<file path="config.mk">
export PLATFORM = sky130hd
export DESIGN_NAME = dct_phase_sequencer
export DESIGN_NICKNAME = d
export VERILOG_FILES = /design/src/rtl/dct_seq_pkg.sv /design/src/rtl/counter_modn.sv /design/src/rtl/dct_phase_sequencer.sv
export SDC_FILE = /design/constraint.sdc
export NUM_CORES = 1
export LEC_CHECK = 0
export ABC_AREA = 1
export ABC_CLOCK_PERIOD_IN_PS = 1300
export CORE_AREA = 8 8 45 47
export CTS_CLUSTER_SIZE = 24
export DETAILED_ROUTE_END_ITERATION = 12
export DIE_AREA = 0 0 53 55
export PLACE_DENSITY = 0.63
export RECOVER_POWER = 25
export SLEW_MARGIN = 20
export SYNTH_ARGS = -nofsm -noshare
export SYNTH_HDL_FRONTEND = slang
export SYNTH_SLANG_ARGS = --single-unit
export TNS_END_PERCENT = 1
</file>
<file path="constraint.sdc">
create_clock -name clk -period 1.3 [get_ports clk]
set_input_delay 0.26 -clock clk [delete_from_list [all_inputs] [get_ports clk]]
set_output_delay 0.26 -clock clk [all_outputs]
set_load 0.02 [all_outputs]
</file>
<file path="src/rtl/dct_seq_pkg.sv">
`default_nettype none
// ----------------------------------------------------------------------
// dct_seq_pkg: shared state encoding and width helper for the DCT
// phase sequencer.  rev 1.0
// ----------------------------------------------------------------------
package dct_seq_pkg;

  typedef enum logic [1:0] {
    IDLE = 2'd0,
    RUN  = 2'd1,
    DONE = 2'd2
  } seq_state_t;

  // Counter width for a modulus: max(1, clog2(n)).
  function automatic int seq_width(input int n);
    return (n <= 2) ? 1 : $clog2(n);
  endfunction

endpackage
`default_nettype wire

</file>
<file path="src/rtl/counter_modn.sv">
`default_nettype none
// ----------------------------------------------------------------------
// counter_modn: falling-edge modulo-N counter with clear and wrap flag.
// rev 1.0
// ----------------------------------------------------------------------
module counter_modn
  import dct_seq_pkg::*;
#(
  parameter int N = 2,
  localparam int W = seq_width(N)
) (
  input  logic         clk,
  input  logic         reset,
  input  logic         en,
  input  logic         clr,
  output logic [W-1:0] q,
  output logic         wrap
);

  logic at_max;

  assign at_max = (q == W'(N - 1));
  // Wrap is the enabled terminal step; it chains into the next counter.
  assign wrap   = en && at_max;

  always_ff @(negedge clk or negedge reset) begin
    if (!reset) begin
      q <= '0;
    end else if (clr) begin
      q <= '0;
    end else if (en) begin
      q <= at_max ? '0 : q + W'(1);
    end
  end

endmodule
`default_nettype wire

</file>
<file path="src/rtl/dct_phase_sequencer.sv">
`default_nettype none
// ----------------------------------------------------------------------
// dct_phase_sequencer: steps phase within block within frame, one-shot
// or free-running.  rev 1.0
// ----------------------------------------------------------------------
module dct_phase_sequencer
  import dct_seq_pkg::*;
#(
  parameter int PHASES     = 3,
  parameter int BLOCKS     = 8,
  parameter int CONTINUOUS = 0,
  localparam int PW = seq_width(PHASES),
  localparam int BW = seq_width(BLOCKS)
) (
  input  logic              clk,
  input  logic              reset,
  input  logic              start,
  input  logic              en,
  input  logic              abort,
  output logic [PW-1:0]     phase,
  output logic [PHASES-1:0] phase_oh,
  output logic [BW-1:0]     blk,
  output logic              busy,
  output logic              last,
  output logic              done,
  output logic              frame_wrap
);

  seq_state_t state;
  logic       in_run;
  logic       cnt_clr;
  logic       phase_wrap;
  logic       frame_end;

  assign in_run  = (state == RUN);
  // Counters sit at zero outside RUN, so a start always begins at 0/0.
  assign cnt_clr = abort || !in_run;

  counter_modn #(.N(PHASES)) u_phase (
    .clk  (clk),
    .reset(reset),
    .en   (in_run && en),
    .clr  (cnt_clr),
    .q    (phase),
    .wrap (phase_wrap)
  );

  counter_modn #(.N(BLOCKS)) u_blk (
    .clk  (clk),
    .reset(reset),
    .en   (phase_wrap),
    .clr  (cnt_clr),
    .q    (blk),
    .wrap (frame_end)
  );

  assign last = in_run && (phase == PW'(PHASES - 1)) && (blk == BW'(BLOCKS - 1));

  always_comb begin
    phase_oh = '0;
    for (int i = 0; i < PHASES; i++) begin
      phase_oh[i] = in_run && (phase == PW'(i));
    end
  end

  always_ff @(negedge clk or negedge reset) begin
    if (!reset) begin
      state      <= IDLE;
      busy       <= 1'b0;
      done       <= 1'b0;
      frame_wrap <= 1'b0;
    end else begin
      done       <= 1'b0;
      frame_wrap <= 1'b0;
      if (abort) begin
        state <= IDLE;
        busy  <= 1'b0;
      end else begin
        case (state)
          IDLE: begin
            if (start) begin
              state <= RUN;
              busy  <= 1'b1;
            end
          end
          RUN: begin
            if (frame_end) begin
              if (CONTINUOUS != 0) begin
                frame_wrap <= 1'b1;
              end else begin
                state <= DONE;
                busy  <= 1'b0;
                done  <= 1'b1;
              end
            end
          end
          DONE: state <= IDLE;
          default: begin
            state <= IDLE;
            busy  <= 1'b0;
          end
        endcase
      end
    end
  end

endmodule
`default_nettype wire

</file>
# Yosys cells after proc, flatten, opt, wreduce, memory -nomap -nowiden
# Cells that the tools add are included.
# op_classes
eq_ne	8
mux	17
n_reduce_logical	15
addsub	2
# op_table
cell	n
$mux W2	6
$mux W3	3
$logic_and A1 B1 Y1	7
$mux W1	6
$eq A2 B1 Y1 const B	2
$eq A2 B2 Y1 const B	2
$logic_not A2 Y1	2
$pmux W2 S2	1
$reduce_bool A2 Y1	2
$add A3 B1 Y3 const B	1
$eq A3 B3 Y1 const B	1
$ne A3 B2 Y1 const B	1
$ne A3 B3 Y1 const B	1
$pmux W1 S3	1
$reduce_and A3 Y1	1
$add A2 B1 Y2 const B	1
$ne A2 B2 Y1 const B	1
$reduce_and A2 Y1	1
$logic_not A1 Y1	1
$logic_or A1 B1 Y1	1
# totals
register_bits	9
output_inout_bits	12
elab_cells	47
inputBits	5

# Longest topological paths before layout
# Gate-level depths: netlist (run 1).
# depth
ltp_word	7
mapped_depth	8
ltp_nobuf	8

# By module
# Synthesis (run 1) repeated with hierarchy kept, for this count alone.
# unflattened
cells_unflattened	66
hier_area_um2	496.7
# modules_own_cells
mod	seq_area_each_um2	area_each_um2	cells_each	n_inst
dct_phase_sequencer	100.1	235.2	33	1
counter_modn (u_blk)	75.1	160.2	19	1
counter_modn (u_phase)	50.0	101.3	14	1

==> results of run 1 <==
## worst min-delay path, delay by kind of cell, from the launching register on
kind | cells | cell delay (ns)
and+or+nand+nor | 2 | 0.12
DFF | 1 | 0.42
## power by group through the flow
stage               clock network (mW)  registers, mW  logic [mW]
floorplan                            0          0.318      0.0631
global placement                     0          0.305       0.168
detailed placement                   0          0.306       0.170
CTS                              0.231          0.303       0.170
global route                     0.244          0.305       0.180
finish                           0.222          0.304       0.164
## cells by family after synthesis
logic type | count (synthesis) | share of synthesized area
buffers and inverters | 8 | 0.0701
AND/OR/NAND/NOR | 24 | 0.301
other | 1 | 0.00778
AO/OA/AOI/OAI | 8 | 0.101
adder cells (fa/ha/maj) | 2 | 0.0519
flip-flops | 9 | 0.468
## Yosys cell counts
cell / count
a21oi_1: 1
buf_4: 1
conb_1: 1
dfrtn_1: 9
ha_1: 2
inv_1: 7
nand2_1: 5
nand2_2: 4
nand3_1: 2
nand3_2: 1
nand3_4: 1
nand4_1: 1
nor2_1: 5
nor2_4: 2
nor3_1: 2
o211a_1: 1
o21ai_0: 2
o21ai_1: 3
o21ai_2: 1
or2_2: 1
## stage by stage
step                      area (um2)   util
after floorplan                  508      -
after global placement           821  0.593
after detailed placement         821  0.593
after CTS                        856  0.618
after global routing             848  0.613
final                            848  0.613
## cell type report
type	instances	area share
repair buffers	35	0.338
multi-input cells	35	0.311
flip-flops and latches	9	0.265
clock buffers	4	0.0310
inverters	7	0.0310
well taps	16	0.0236
## per-layer routing
| layer | GRT usage | up-vias | part of all wire |
|---|---|---|---|
| li1 | - | 245 | - |
| met1 | 0.107 | 211 | 0.44 |
| met2 | 0.162 | 10 | 0.51 |
| met3 | 0.0348 | 2 | 0.049 |
| met4 | 0.0647 | 0 | 0.0057 |
| met5 | 0 | - | 0 |
## state kept, by name, indices dropped and copies added, names as in the netlist
name       count
done           1
state          2
u_phase.q      2
busy           1
u_blk.q        3
## path summary, 6_finish.rpt
check | slack, ns | depth (start not counted) | to | start
worst max-delay path | -0.92 | 5 | last | u_blk.q[1]$_DFFE_NN0P_
worst min register to register | 0.45 | 2 | busy$_DFFE_NN0P_ | busy$_DFFE_NN0P_
worst max register to register | -0.03 | 8 | busy$_DFFE_NN0P_ | u_blk.q[1]$_DFFE_NN0P_
max in group asynchronous | 0.09 | 2 | u_phase.q[1]$_DFFE_NN0P_ | reset
min in group asynchronous | 0.93 | 2 | done$_DFF_NN0_ | reset
worst min-delay path | 0.45 | 2 | busy$_DFFE_NN0P_ | busy$_DFFE_NN0P_
## repair_timing
item                                   CTS  global route
pin swaps                                3             3
setup endpoints to repair               20            16
resized for setup                       70             0
endpoints found under the hold margin    0             0
==> metrics.cfg, run 1 <==
[detailed_routing]
totalWireLength_um = 1230
dr.first_iter.drc_count = 5
wire_per_inst_um = 11.6
drcViolationCount = 0
vias_per_cell = 4.42
drtPass1Iterations = 4
antenna_left = 0
vias = 468

[critical_path]
critPathBufInv = 2
crit_path_start_kind = flip-flop
slowest_delay_ns = 0.42
critPathCaptureType = primary output
cp_cell_sequence = ha_2, ha_4, inv_2, nor3_4, buf_6
critPathKind = reg -> out
required_ns = 1.04
cp_top_family = flip-flops
crit_arrival_ns = 1.96
critPathSlowestCell = dfrtn_1
cp_max_fo = 2

[floorplan]
coreArea_um2 = 1380
die_w_um = 53
start_util = 0.348
fp.dieArea_um2 = 2920
fp-row-count = 14
ios = 17
die_h_um = 55

[synthesis]
synth_area_leader_cell = dfrtn_1
ys_seq_elements = 9
synth.cell_area_um2 = 482
ys_warn_count = 0
synth_nets = 59
synth.top_cell.area_share = 0.468
ys_types = 20
syn_inst = 52
synth-seq-area-share = 0.468
yosys-top-cells-area = dfrtn_1, inv_1, ha_1
syn_area_per_cell_um2 = 9.26

[layout]
area.growth.synth_to_final_pct = 76.1
final_cell_mix = buf_4, dfrtn_1, buf_6
diodes = 0
finalNonFillerCells = 106
final_common_cell = buf_4
fin_nets = 98
fill_cells = 129
multi_input_area_um2 = 264
regArea_um2 = 225
drive_gt1_frac = 0.522

[pwr]
combPwrFrac = 0.238
p_seq_frac = 0.441
fin_total_pwr_mw = 0.689
switching_share = 0.288
power_density_nw_per_um2 = 812
irDropWorstVdd_mv = 0.627
power.switching_mw = 0.198
leakagePower_nw = 0.435
p_int_mw = 0.491
clkPwrFrac = 0.322

[cts]
post_cts_buffers = 0
clkTransAtPathRegs_ns = 0.05
clk_path_buf_depth = 2
clkLatencyLatePin_ns = 0.27
clockRootBuffer = clkbuf_4
postCtsHoldBufs = 0
cts.htree.levels = 1
cts_tree = built
cts.sinks = 9
cts_inserted_buffers = 3

[sta]
rsz0062_at_grt = yes
worst_slack_ns = -0.919
fin_hold_ws_ns = 0.453
slew_violations = 0
setup_tns_ns = -6.95
hold_violations = 0
skew_ns = 0.00714
setup_viol = 14

[place]
dp_cells = 102
post-dp-hpwl_um = 1030
place.gp.congestion = 0.736
place_worst_setup_slack_ns = -1.11
portBuffers = 15

[global_route]
grt_pass1_vias = 505
grt.overflow.total = 0
grt_usage = 0.0991
grt_pass1_wl_um = 2080
antenna_found_initial = 0
grt_max_degree = 7

[job]
cap_violations = 0

[outcome]
outcome = complete, but fails checks
violations = negative setup slack

[hold_path]
min_path_type = reg -> reg

(Power assumes the default switching activity.)
==> run 2, diff against run 1 <==
--- a/config.mk
+++ b/config.mk
@@ -6,12 +6,13 @@
 export NUM_CORES = 1
 export LEC_CHECK = 0
 export ABC_AREA = 1
-export ABC_CLOCK_PERIOD_IN_PS = 1300
+export ABC_CLOCK_PERIOD_IN_PS = 2100
 export CORE_AREA = 8 8 45 47
 export CTS_CLUSTER_SIZE = 24
 export DETAILED_ROUTE_END_ITERATION = 12
 export DIE_AREA = 0 0 53 55
-export PLACE_DENSITY = 0.63
+export GPL_TIMING_DRIVEN = 0
+export PLACE_DENSITY = 0.64
 export RECOVER_POWER = 25
 export SLEW_MARGIN = 20
 export SYNTH_ARGS = -nofsm -noshare
==> constraint.sdc (replaced) <==
create_clock -name clk -period 2.1 [get_ports clk]
set_input_delay 0.42 -clock clk [delete_from_list [all_inputs] [get_ports clk]]
set_output_delay 0.42 -clock clk [all_outputs]
set_load 0.02 [all_outputs]
==> metrics.cfg, run 2 (same netlist as run 1, synthesis figures left out) <==
[outcome]
outcome = complete, but fails checks  ; unchanged
violations = negative setup slack  ; unchanged

[hold_path]
min_path_type = reg -> reg  ; unchanged
holdPathStages = 2  ; unchanged

[detailed_routing]
drcViolationCount = 0  ; unchanged
vias = 408  ; was 468
drtPass1Iterations = 4  ; unchanged
wire_per_inst_um = 11.9  ; was 11.6 um
vias_per_cell = 4.58  ; was 4.42
totalWireLength_um = 1060  ; was 1230 um
dr.first_iter.drc_count = 15  ; was 5
antenna_left = 0  ; unchanged

[layout]
final_common_cell = dfrtn_1  ; was buf_4
largest_reg_flops = 3  ; unchanged
drive_gt1_frac = 0.397  ; was 0.522
final_cell_mix = dfrtn_1, nand2_1, inv_1, nor2_1, buf_4  ; was buf_4, dfrtn_1, buf_6
diodes = 0  ; unchanged
finalNonFillerCells = 89  ; was 106
top_register = u_blk.q  ; unchanged
fin_nets = 81  ; was 98
area.growth.synth_to_final_pct = 47.3  ; was 76.1%
final_core_utilization = 0.513  ; was 0.613
top_regs = u_blk.q (3), state (2), u_phase.q (2)  ; unchanged
fin_area_um2 = 709  ; was 848 um2

[place]
place.gp.congestion = 0.701  ; was 0.736
dp_cells = 83  ; was 102
post-dp-hpwl_um = 847  ; was 1030 um
post_dp_cell_area_um2 = 678  ; was 821 um2
place_worst_setup_slack_ns = -0.915  ; was -1.11 ns
portBuffers = 15  ; unchanged

[cts]
clk_path_buf_depth = 2  ; unchanged
clkLatencyLatePin_ns = 0.27  ; about the same
cts.htree.levels = 1  ; unchanged
clockRootBuffer = clkbuf_4  ; unchanged
cts.sinks = 9  ; unchanged
clkTransAtPathRegs_ns = 0.05  ; about the same
cts_inserted_buffers = 3  ; unchanged
cts_tree = built  ; unchanged

[floorplan]
die_h_um = 55  ; unchanged
coreArea_um2 = 1380  ; unchanged
fp-row-count = 14  ; unchanged
die_w_um = 53  ; unchanged
ios = 17  ; unchanged
start_util = 0.348  ; unchanged
fp.dieArea_um2 = 2920  ; unchanged

[critical_path]
r2r_cells = 8  ; unchanged
slowest_delay_ns = 0.43  ; was 0.42 ns
required_ns = 1.68  ; was 1.04 ns
critPathSlowestCell = dfrtn_1  ; unchanged
crit_arrival_ns = 2.38  ; was 1.96 ns
cp_max_fo = 3  ; was 2
critPathCaptureType = primary output  ; unchanged
cp_cell_sequence = ha_2, ha_4, inv_2, nor3_4, buf_6  ; unchanged
critPathKind = reg -> out  ; unchanged
crit_path_start_kind = flip-flop  ; unchanged

[sta]
slew_violations = 0  ; unchanged
hold_violations = 0  ; unchanged
skew_ns = 0.00316  ; was 0.00714 ns
fin_hold_ws_ns = 0.438  ; was 0.453 ns
setup_tns_ns = -4.59  ; was -6.95 ns
rsz0062_at_grt = yes  ; unchanged
worst_slack_ns = -0.702  ; was -0.919 ns
setup_viol = 11  ; was 14

[global_route]
gr-usage-met1 = 0.103  ; was 0.107
grt_max_degree = 10  ; was 7
grt_busiest_layer = met2  ; unchanged
use_met3 = 0.0241  ; was 0.0348
grt.overflow.total = 0  ; unchanged
globalRouteMet2Util = 0.133  ; was 0.162
grt_pass1_wl_um = 1830  ; was 2080 um
grt_pass1_vias = 420  ; was 505
antenna_found_initial = 0  ; unchanged
grt_usage = 0.0888  ; was 0.0991

[pwr]
fin_total_pwr_mw = 0.401  ; was 0.689 mW
power_density_nw_per_um2 = 565  ; was 812 nW/um2
irDropWorstVdd_mv = 0.293  ; was 0.627 mV
leakagePower_nw = 0.342  ; was 0.435 nW

[job]
cap_violations = 0  ; unchanged

==> run 2: changes by cell type in the layout (fill, tap and decap cells not counted), sizes merged <==
cell / delta
clkdlybuf4s15: +2
buf: -19
clkbuf: -2
dlygate4sd2: +2
==> run 2: worst max-delay path: cells and delay by family (launching register included) <==
family / cells / cell delay (ns)
DFF: 1 / 0.43
adders and majority gates: 2 / 0.33
buffers and inverters: 2 / 0.19
and+or+nand+nor: 1 / 0.11
==> run 2: metal layers <==
metal | up-vias | routed length (um)
li1 | 213 | -
met3 | 4 | 53
met5 | - | 0
met4 | 0 | 36
met2 | 11 | 483
met1 | 180 | 488
==> run 2: worst paths after layout <==
path | startpoint | endpoint | slack (ns)
worst min register to register | busy$_DFFE_NN0P_ | busy$_DFFE_NN0P_ | 0.44
min in group asynchronous | reset | state[1]$_DFFE_NN0P_ | 1.47
max in group asynchronous | reset | busy$_DFFE_NN0P_ | 0.28
worst min-delay path | busy$_DFFE_NN0P_ | busy$_DFFE_NN0P_ | 0.44
worst max register to register | u_blk.q[0]$_DFFE_NN0P_ | busy$_DFFE_NN0P_ | 0.78
worst max-delay path | u_blk.q[0]$_DFFE_NN0P_ | last | -0.70
==> run 2: what timing repair did <==
action                                  CTS  global route
gates resized for setup                  50             3
pin swaps                                 2             0
setup buffers                             2             0
hold buffers                              0             0
endpoints found under the setup margin   20            13
==> run 2: where the power goes <==
group / total (mW) / leakage (nW) / internal [mW] / switching [mW]
registers: 0.190 / 0.123 / 0.182 / 0.00860
logic: 0.0757 / 0.204 / 0.0307 / 0.0450
clock network: 0.135 / 0.0150 / 0.0733 / 0.0613
==> run 2: area by class of cell <==
class | instances | area (um2)
Buffer | 1 | 7.51
Fill cell | 151 | 674
Inverter | 7 | 26.3
Tap cell | 16 | 20.0
Timing Repair Buffer | 17 | 153
Sequential cell | 9 | 225
Multi-Input combinational cell | 35 | 251
Clock buffer | 4 | 26.3
